===== src/rtl/pipeline_pkg.sv =====
// Shared pipeline constants: register-address width, hazard stall lengths and the
// stall-FSM state encoding used by the ID-stage hazard logic.
package pipeline_pkg;

  localparam int unsigned REG_AW            = 5;
  localparam int unsigned LOAD_STALL        = 1;
  localparam int unsigned BR_ALU_STALL      = 1;
  localparam int unsigned BR_LOAD_EX_STALL  = 2;
  localparam int unsigned BR_LOAD_MEM_STALL = 1;
  localparam int unsigned MAX_STALL         = 3;

  typedef enum logic [0:0] {
    HS_IDLE  = 1'b0,
    HS_STALL = 1'b1
  } hs_state_e;

endpackage


===== src/rtl/hazard_stall_calc.sv =====
// Combinational stall-length calculator: yields the number of cycles the ID stage
// must hold for load-use and branch-operand hazards (max of applicable terms).
module hazard_stall_calc #(
  parameter int unsigned REG_AW            = pipeline_pkg::REG_AW,
  parameter int unsigned LOAD_STALL        = pipeline_pkg::LOAD_STALL,
  parameter int unsigned BR_ALU_STALL      = pipeline_pkg::BR_ALU_STALL,
  parameter int unsigned BR_LOAD_EX_STALL  = pipeline_pkg::BR_LOAD_EX_STALL,
  parameter int unsigned BR_LOAD_MEM_STALL = pipeline_pkg::BR_LOAD_MEM_STALL,
  parameter int unsigned MAX_STALL         = pipeline_pkg::MAX_STALL,
  parameter int unsigned CntW              = $clog2(MAX_STALL + 1)
) (
  input  logic [REG_AW-1:0] id_rs_i,
  input  logic [REG_AW-1:0] id_rt_i,
  input  logic              id_uses_rs_i,
  input  logic              id_uses_rt_i,
  input  logic              id_is_branch_i,
  input  logic              ex_reg_write_i,
  input  logic              ex_mem_read_i,
  input  logic [REG_AW-1:0] ex_dst_i,
  input  logic              mem_reg_write_i,
  input  logic              mem_mem_read_i,
  input  logic [REG_AW-1:0] mem_dst_i,
  output logic [CntW-1:0]   stall_n_o
);

  function automatic logic reg_match(input logic              used,
                                     input logic [REG_AW-1:0] src,
                                     input logic [REG_AW-1:0] dst,
                                     input logic              wr);
    return used && wr && (dst != '0) && (src == dst);
  endfunction

  logic ex_hit, mem_hit;
  logic ex_load_hit, ex_alu_hit, mem_load_hit;
  logic [CntW-1:0] n_max;

  assign ex_hit  = reg_match(id_uses_rs_i, id_rs_i, ex_dst_i, ex_reg_write_i) ||
                   reg_match(id_uses_rt_i, id_rt_i, ex_dst_i, ex_reg_write_i);
  assign mem_hit = reg_match(id_uses_rs_i, id_rs_i, mem_dst_i, mem_reg_write_i) ||
                   reg_match(id_uses_rt_i, id_rt_i, mem_dst_i, mem_reg_write_i);

  assign ex_load_hit  = ex_hit && ex_mem_read_i;
  assign ex_alu_hit   = ex_hit && !ex_mem_read_i;
  // A MEM non-load is covered by forwarding, so only a MEM load can stall a branch.
  assign mem_load_hit = mem_hit && mem_mem_read_i;

  always_comb begin
    n_max = '0;
    if (!id_is_branch_i && ex_load_hit && (CntW'(LOAD_STALL) > n_max)) begin
      n_max = CntW'(LOAD_STALL);
    end
    if (id_is_branch_i && ex_load_hit && (CntW'(BR_LOAD_EX_STALL) > n_max)) begin
      n_max = CntW'(BR_LOAD_EX_STALL);
    end
    if (id_is_branch_i && ex_alu_hit && (CntW'(BR_ALU_STALL) > n_max)) begin
      n_max = CntW'(BR_ALU_STALL);
    end
    if (id_is_branch_i && mem_load_hit && (CntW'(BR_LOAD_MEM_STALL) > n_max)) begin
      n_max = CntW'(BR_LOAD_MEM_STALL);
    end
  end

  assign stall_n_o = n_max;

endmodule


===== src/rtl/hazard_stall_unit.sv =====
// ID-stage hazard stall unit: freezes PC and IF/ID for exactly the computed number of
// cycles, squashes IF/ID on taken branches and counts stall cycles (saturating).
module hazard_stall_unit #(
  parameter int unsigned REG_AW            = pipeline_pkg::REG_AW,
  parameter int unsigned LOAD_STALL        = pipeline_pkg::LOAD_STALL,
  parameter int unsigned BR_ALU_STALL      = pipeline_pkg::BR_ALU_STALL,
  parameter int unsigned BR_LOAD_EX_STALL  = pipeline_pkg::BR_LOAD_EX_STALL,
  parameter int unsigned BR_LOAD_MEM_STALL = pipeline_pkg::BR_LOAD_MEM_STALL,
  parameter int unsigned MAX_STALL         = pipeline_pkg::MAX_STALL,
  parameter int unsigned PERF_W            = 16
) (
  input  logic              Clk,
  input  logic              Rst_n,
  input  logic [REG_AW-1:0] IFID_Rs,
  input  logic [REG_AW-1:0] IFID_Rt,
  input  logic              IFID_UsesRs,
  input  logic              IFID_UsesRt,
  input  logic              IFID_IsBranch,
  input  logic              Branch_taken,
  input  logic              EX_RegWrite,
  input  logic              EX_MemRead,
  input  logic [REG_AW-1:0] EX_WriteRegDst,
  input  logic              MEM_RegWrite,
  input  logic              MEM_MemRead,
  input  logic [REG_AW-1:0] MEM_WriteRegDst,
  output logic              PC_Write,
  output logic              IFID_Write,
  output logic              Controller_flush,
  output logic              IFID_flush,
  output logic              Stall_active,
  output logic [PERF_W-1:0] Stall_perf
);

  localparam int unsigned CntW = $clog2(MAX_STALL + 1);

  pipeline_pkg::hs_state_e state_q, state_d;
  logic [CntW-1:0]   cnt_q, cnt_d;
  logic [CntW-1:0]   stall_n;
  logic [PERF_W-1:0] perf_q, perf_d;
  logic              stall;

  hazard_stall_calc #(
    .REG_AW            (REG_AW),
    .LOAD_STALL        (LOAD_STALL),
    .BR_ALU_STALL      (BR_ALU_STALL),
    .BR_LOAD_EX_STALL  (BR_LOAD_EX_STALL),
    .BR_LOAD_MEM_STALL (BR_LOAD_MEM_STALL),
    .MAX_STALL         (MAX_STALL),
    .CntW              (CntW)
  ) u_calc (
    .id_rs_i         (IFID_Rs),
    .id_rt_i         (IFID_Rt),
    .id_uses_rs_i    (IFID_UsesRs),
    .id_uses_rt_i    (IFID_UsesRt),
    .id_is_branch_i  (IFID_IsBranch),
    .ex_reg_write_i  (EX_RegWrite),
    .ex_mem_read_i   (EX_MemRead),
    .ex_dst_i        (EX_WriteRegDst),
    .mem_reg_write_i (MEM_RegWrite),
    .mem_mem_read_i  (MEM_MemRead),
    .mem_dst_i       (MEM_WriteRegDst),
    .stall_n_o       (stall_n)
  );

  // The first stall cycle is spent in IDLE, so STALL only covers the remaining N-1.
  always_comb begin
    state_d = state_q;
    cnt_d   = cnt_q;
    unique case (state_q)
      pipeline_pkg::HS_IDLE: begin
        if (stall_n > CntW'(1)) begin
          state_d = pipeline_pkg::HS_STALL;
          cnt_d   = stall_n - CntW'(2);
        end
      end
      pipeline_pkg::HS_STALL: begin
        if (cnt_q == '0) begin
          state_d = pipeline_pkg::HS_IDLE;
        end else begin
          cnt_d = cnt_q - CntW'(1);
        end
      end
    endcase
  end

  // Reset gates the outputs so an in-flight stall is dropped while Rst_n is low.
  assign stall = Rst_n && ((state_q == pipeline_pkg::HS_STALL) || (stall_n != '0));

  always_comb begin
    perf_d = perf_q;
    if (stall && (perf_q != '1)) begin
      perf_d = perf_q + PERF_W'(1);
    end
  end

  always_ff @(posedge Clk or negedge Rst_n) begin
    if (!Rst_n) begin
      state_q <= pipeline_pkg::HS_IDLE;
      cnt_q   <= '0;
      perf_q  <= '0;
    end else begin
      state_q <= state_d;
      cnt_q   <= cnt_d;
      perf_q  <= perf_d;
    end
  end

  assign PC_Write         = !stall;
  assign IFID_Write       = !stall;
  assign Controller_flush = stall;
  assign Stall_active     = stall;
  assign IFID_flush       = Rst_n && Branch_taken && IFID_IsBranch && !stall;
  assign Stall_perf       = perf_q;

endmodule


===== config.mk =====
export PLATFORM = sky130hd
export DESIGN_NAME = hazard_stall_unit
export DESIGN_NICKNAME = d
export VERILOG_FILES = /design/src/rtl/pipeline_pkg.sv /design/src/rtl/hazard_stall_calc.sv /design/src/rtl/hazard_stall_unit.sv
export SDC_FILE = /design/constraint.sdc
export NUM_CORES = 1
export LEC_CHECK = 0
export ABC_AREA = 1
export CAP_MARGIN = 20
export CORE_MARGIN = 2
export CORE_UTILIZATION = 35
export DETAILED_ROUTE_END_ITERATION = 16
export GPL_TIMING_DRIVEN = 0
export PLACE_DENSITY = 0.68
export SYNTH_ARGS = -nofsm -noshare
export SYNTH_HDL_FRONTEND = slang
export SYNTH_HIERARCHICAL = 1
export SYNTH_SLANG_ARGS = --single-unit

===== constraint.sdc =====
create_clock -name Clk -period 4.5 [get_ports Clk]
set_input_delay 0.9 -clock Clk [delete_from_list [all_inputs] [get_ports Clk]]
set_output_delay 0.9 -clock Clk [all_outputs]
set_load 0.005 [all_outputs]

==> metrics, run 1 <==
status finished, final reports clean; post-DP HPWL 3470 um; dpl cells 400; CTS resizes 0; CTS max path bufs 2; Met1 Routed Length 1990 um; Root Driver clkbuf_8; io pins 51; fillcell total 506; first-pass GRT wire length 7250 um; vias in the first global route 1769; critical path class primary input to output pin; pwr dens 308 nW/um^2; CTS tree yes; Syn-to-layout area delta 36.4%; post-route ant nets 0; Pint 0.000444 W; WL final 4220 um; Worst-Margin Slew 0.950 ns; mux share of post-synthesis cell area 0%; DR pass1 iterations 4; pin count of the biggest net entering global routing 22; clock skew 0.00438 ns; Syn Area/Cell 5.70 um^2; Crit. Startpoint IFID_Rt[3]; final setup fails 0; area fraction in compound gates after synthesis 5.19%; Fin Hold WS 0.539 ns; Remaining Overflow, GRT 0; residual DRC count 0; endpoint of the worst-slack reg-to-reg timing path Stall_perf[15]; cell area after synthesis 1690 um^2; Clock transition at path regs 0.07 ns; register share of total power 39.6%; XOR/XNOR Fraction of Synth Area 2.08%; clk sinks 19; # hold bufs at CTS 0; routed wl met2 2020 um; top layer in use met4; critical path capture point Stall_active; CTS Buf Count 3; worst hold path type flop to flop; Period Utilization, post-route 91.2%; post-synthesis instance total 296; worst r2r src Stall_perf[0]; routed via count 1902; RSZ-0062 raised after global routing no; total net switching power 0.000264 W; Data required, critical path 3.60 ns; reg2reg path depth 10; register bit total from synthesis 19; cell area after layout 2300 um^2; core area 4690 um^2; sequential cell area fraction in the yosys report 28.2%; Nets 383; Pleak 1.18 nW; die width 73.4 um; routability cong. 0.862; Post-Synth Simple-Gate Area 50.1%; Post-Layout Cell Count 404; die footprint 5390 um^2; Die H 73.4 um; worst-path fanout max 6; main combinational cell family by area after synthesis simple AND/OR/NAND/NOR gates; layout cell share with drive strength beyond 1 7.71%; met3 WL post-DR 172 um; number of setup buffers added after CTS 0; VDD IR max 0.0000974 V; Initial Util 35.9%; Worst Setup End Kind output pin; Fin. Hold Viols 0; routed vias/inst 4.71; PortBufs 50; diode count 0; row cnt 25; Sw Share 37.2%; initial drt markers 59; Critical Path Source Type primary input; Worst slew margin 36.5%; Clk pwr share 17.4%; area of placed instances 2250 um^2; logic gate share of total power 43.0%; setup TNS 0 ns; R2R setup slack 2.87 ns; Final Max Tran Viols 0; H-tree depth 1; Fmax 244 MHz; crit path DAT 3.20 ns; Avg WL per Cell 10.4 um; Max Cap Viol 0; number of antenna violations at the first check in global routing 0; synth unique cells 23; adder-cell area share of the yosys netlist 1.48%; Global Route Usage Sum 16.7%; YS warnings 6; clk_lat worst skew 0.26 ns; syn_nets 328; post-layout min period 4.10 ns
[worst max-delay path: stages]
cell	delay, ns
clkdlybuf4s50_1	0.51
inv_1	0.07
nand2_1	0.05
nand2_1	0.06
nor2_1	0.13
nand3_1	0.10
nand2_1	0.07
nand2_1	0.06
nor2_1	0.09
nand2_1	0.06
nand3_1	0.10
inv_1	0.05
nand2_1	0.09
nand2_1	0.14
inv_1	0.14
buf_4	0.11
clkdlybuf4s50_1	0.48
[registers in the layout (all words and copies together), names as in the netlist]
signal,cells
cnt_q,2
state_q,1
Stall_perf,16
[through the flow]
stage / total power [W] / setup WS, ns / utilization (%)
after floorplan: 0.000429 / 1.65 / -
after global placement: 0.000582 / 0.431 / 48.1
after detailed placement: 0.000590 / 0.377 / 48.1
after CTS: 0.000716 / 0.373 / 49.0
after global routing: 0.000776 / 0.167 / 49.0
final: 0.000708 / 0.398 / 49.0
[worst min path at each step]
stage               cells past startpoint            from        endpoint
floorplan                               1         state_q         state_q
global placement                        2        cnt_q[1]        cnt_q[1]
detailed placement                      1         state_q         state_q
CTS                                     1         state_q         state_q
global route                            2  Stall_perf[14]  Stall_perf[14]
finish                                  2        cnt_q[1]        cnt_q[1]
[final cells by class]
type / count / area (um^2) / area share (%)
multi-input cells: 225 / 992 / 43.1
repair buffers: 50 / 500 / 21.8
inverters: 48 / 185 / 8.05
flip-flops and latches: 19 / 475 / 20.7
plain buffers: 4 / 33.8 / 1.47
well taps: 54 / 67.6 / 2.94
clock buffers: 4 / 45.0 / 1.96
[cells in the final DEF, fill, tap and decap left out, drive strengths merged]
| cell type | synthesis | final |
|---|---|---|
| inv | 47 | 47 |
| clkdlybuf4s50 | 0 | 50 |
| nand3 | 19 | 19 |
| clkbuf | 0 | 4 |
| a21oi | 1 | 1 |
| clkinv | 1 | 1 |
| xor2 | 4 | 4 |
| o211ai | 1 | 1 |
| nand2 | 137 | 137 |
| dfrtp | 19 | 19 |
| nor3 | 1 | 1 |
| nand3b | 1 | 1 |
| buf | 4 | 4 |
| nor2 | 40 | 40 |
| nand4 | 8 | 8 |
| o21ai | 10 | 10 |
| o32ai | 1 | 1 |
| ha | 2 | 2 |
[power by group through the flow]
stage	registers (W)	clock network [W]	logic [W]
2_1_floorplan	0.000272	0	0.000158
5_1_grt	0.000290	0.000133	0.000352
3_3_place_gp	0.000282	0	0.000300
6_report	0.000280	0.000123	0.000304
3_5_place_dp	0.000282	0	0.000308
4_1_cts	0.000281	0.000128	0.000308
[synth_stat cells (all sizes together)]
cell type    n  area (um^2)
buf          4         33.8
nand3       19          100
ha           2         25.0
nand2      137          519
xor2         4         35.0
o21ai       10         61.3
inv         47          176
a21oi        1         5.00
clkinv       1         8.76
o32ai        1         8.76
nand4        8         50.1
dfrtp       19          475
nor3         1         5.00
nor2        40          163
o211ai       1         12.5
nand3b       1         7.51
[metal layers]
layer	up-vias	global-route usage, %
met3	6	2.61
li1	1010	-
met1	836	20.0
met2	50	30.2
met5	-	0
met4	0	5.66
[cell families (layout without fill, tap and decap cells)]
family | Yosys count | in the layout
simple gates | 206 | 206
xor+xnor | 4 | 4
flops | 19 | 19
compound gates | 13 | 13
buf+inv | 52 | 106
fa+ha+maj | 2 | 2
Power figures use the tool's default switching activity.
==> run 2: changes to the inputs <==
Settings changed: CTS_CLUSTER_SIZE set to 24.
==> results of run 2 <==
No change in the layout: final DEF, timing and power equal those of run 1.
==> run 3: changes to the inputs <==
Settings changed: SLEW_MARGIN set to 20.
Clock period 4.5 ns to 4.24 ns, I/O delays scaled along.
==> results of run 3 <==
The final DEF is identical to that of run 1. Status: finished, final reports clean.
Main changes from that run: setup slack after placement 0.377 ns -> 0.221 ns; setup slack after layout 0.398 ns -> 0.242 ns; register-to-register setup slack 2.87 ns -> 2.61 ns; total power 0.000708 W -> 0.000751 W; worst IR drop on VDD 0.0000974 V -> 0.000103 V
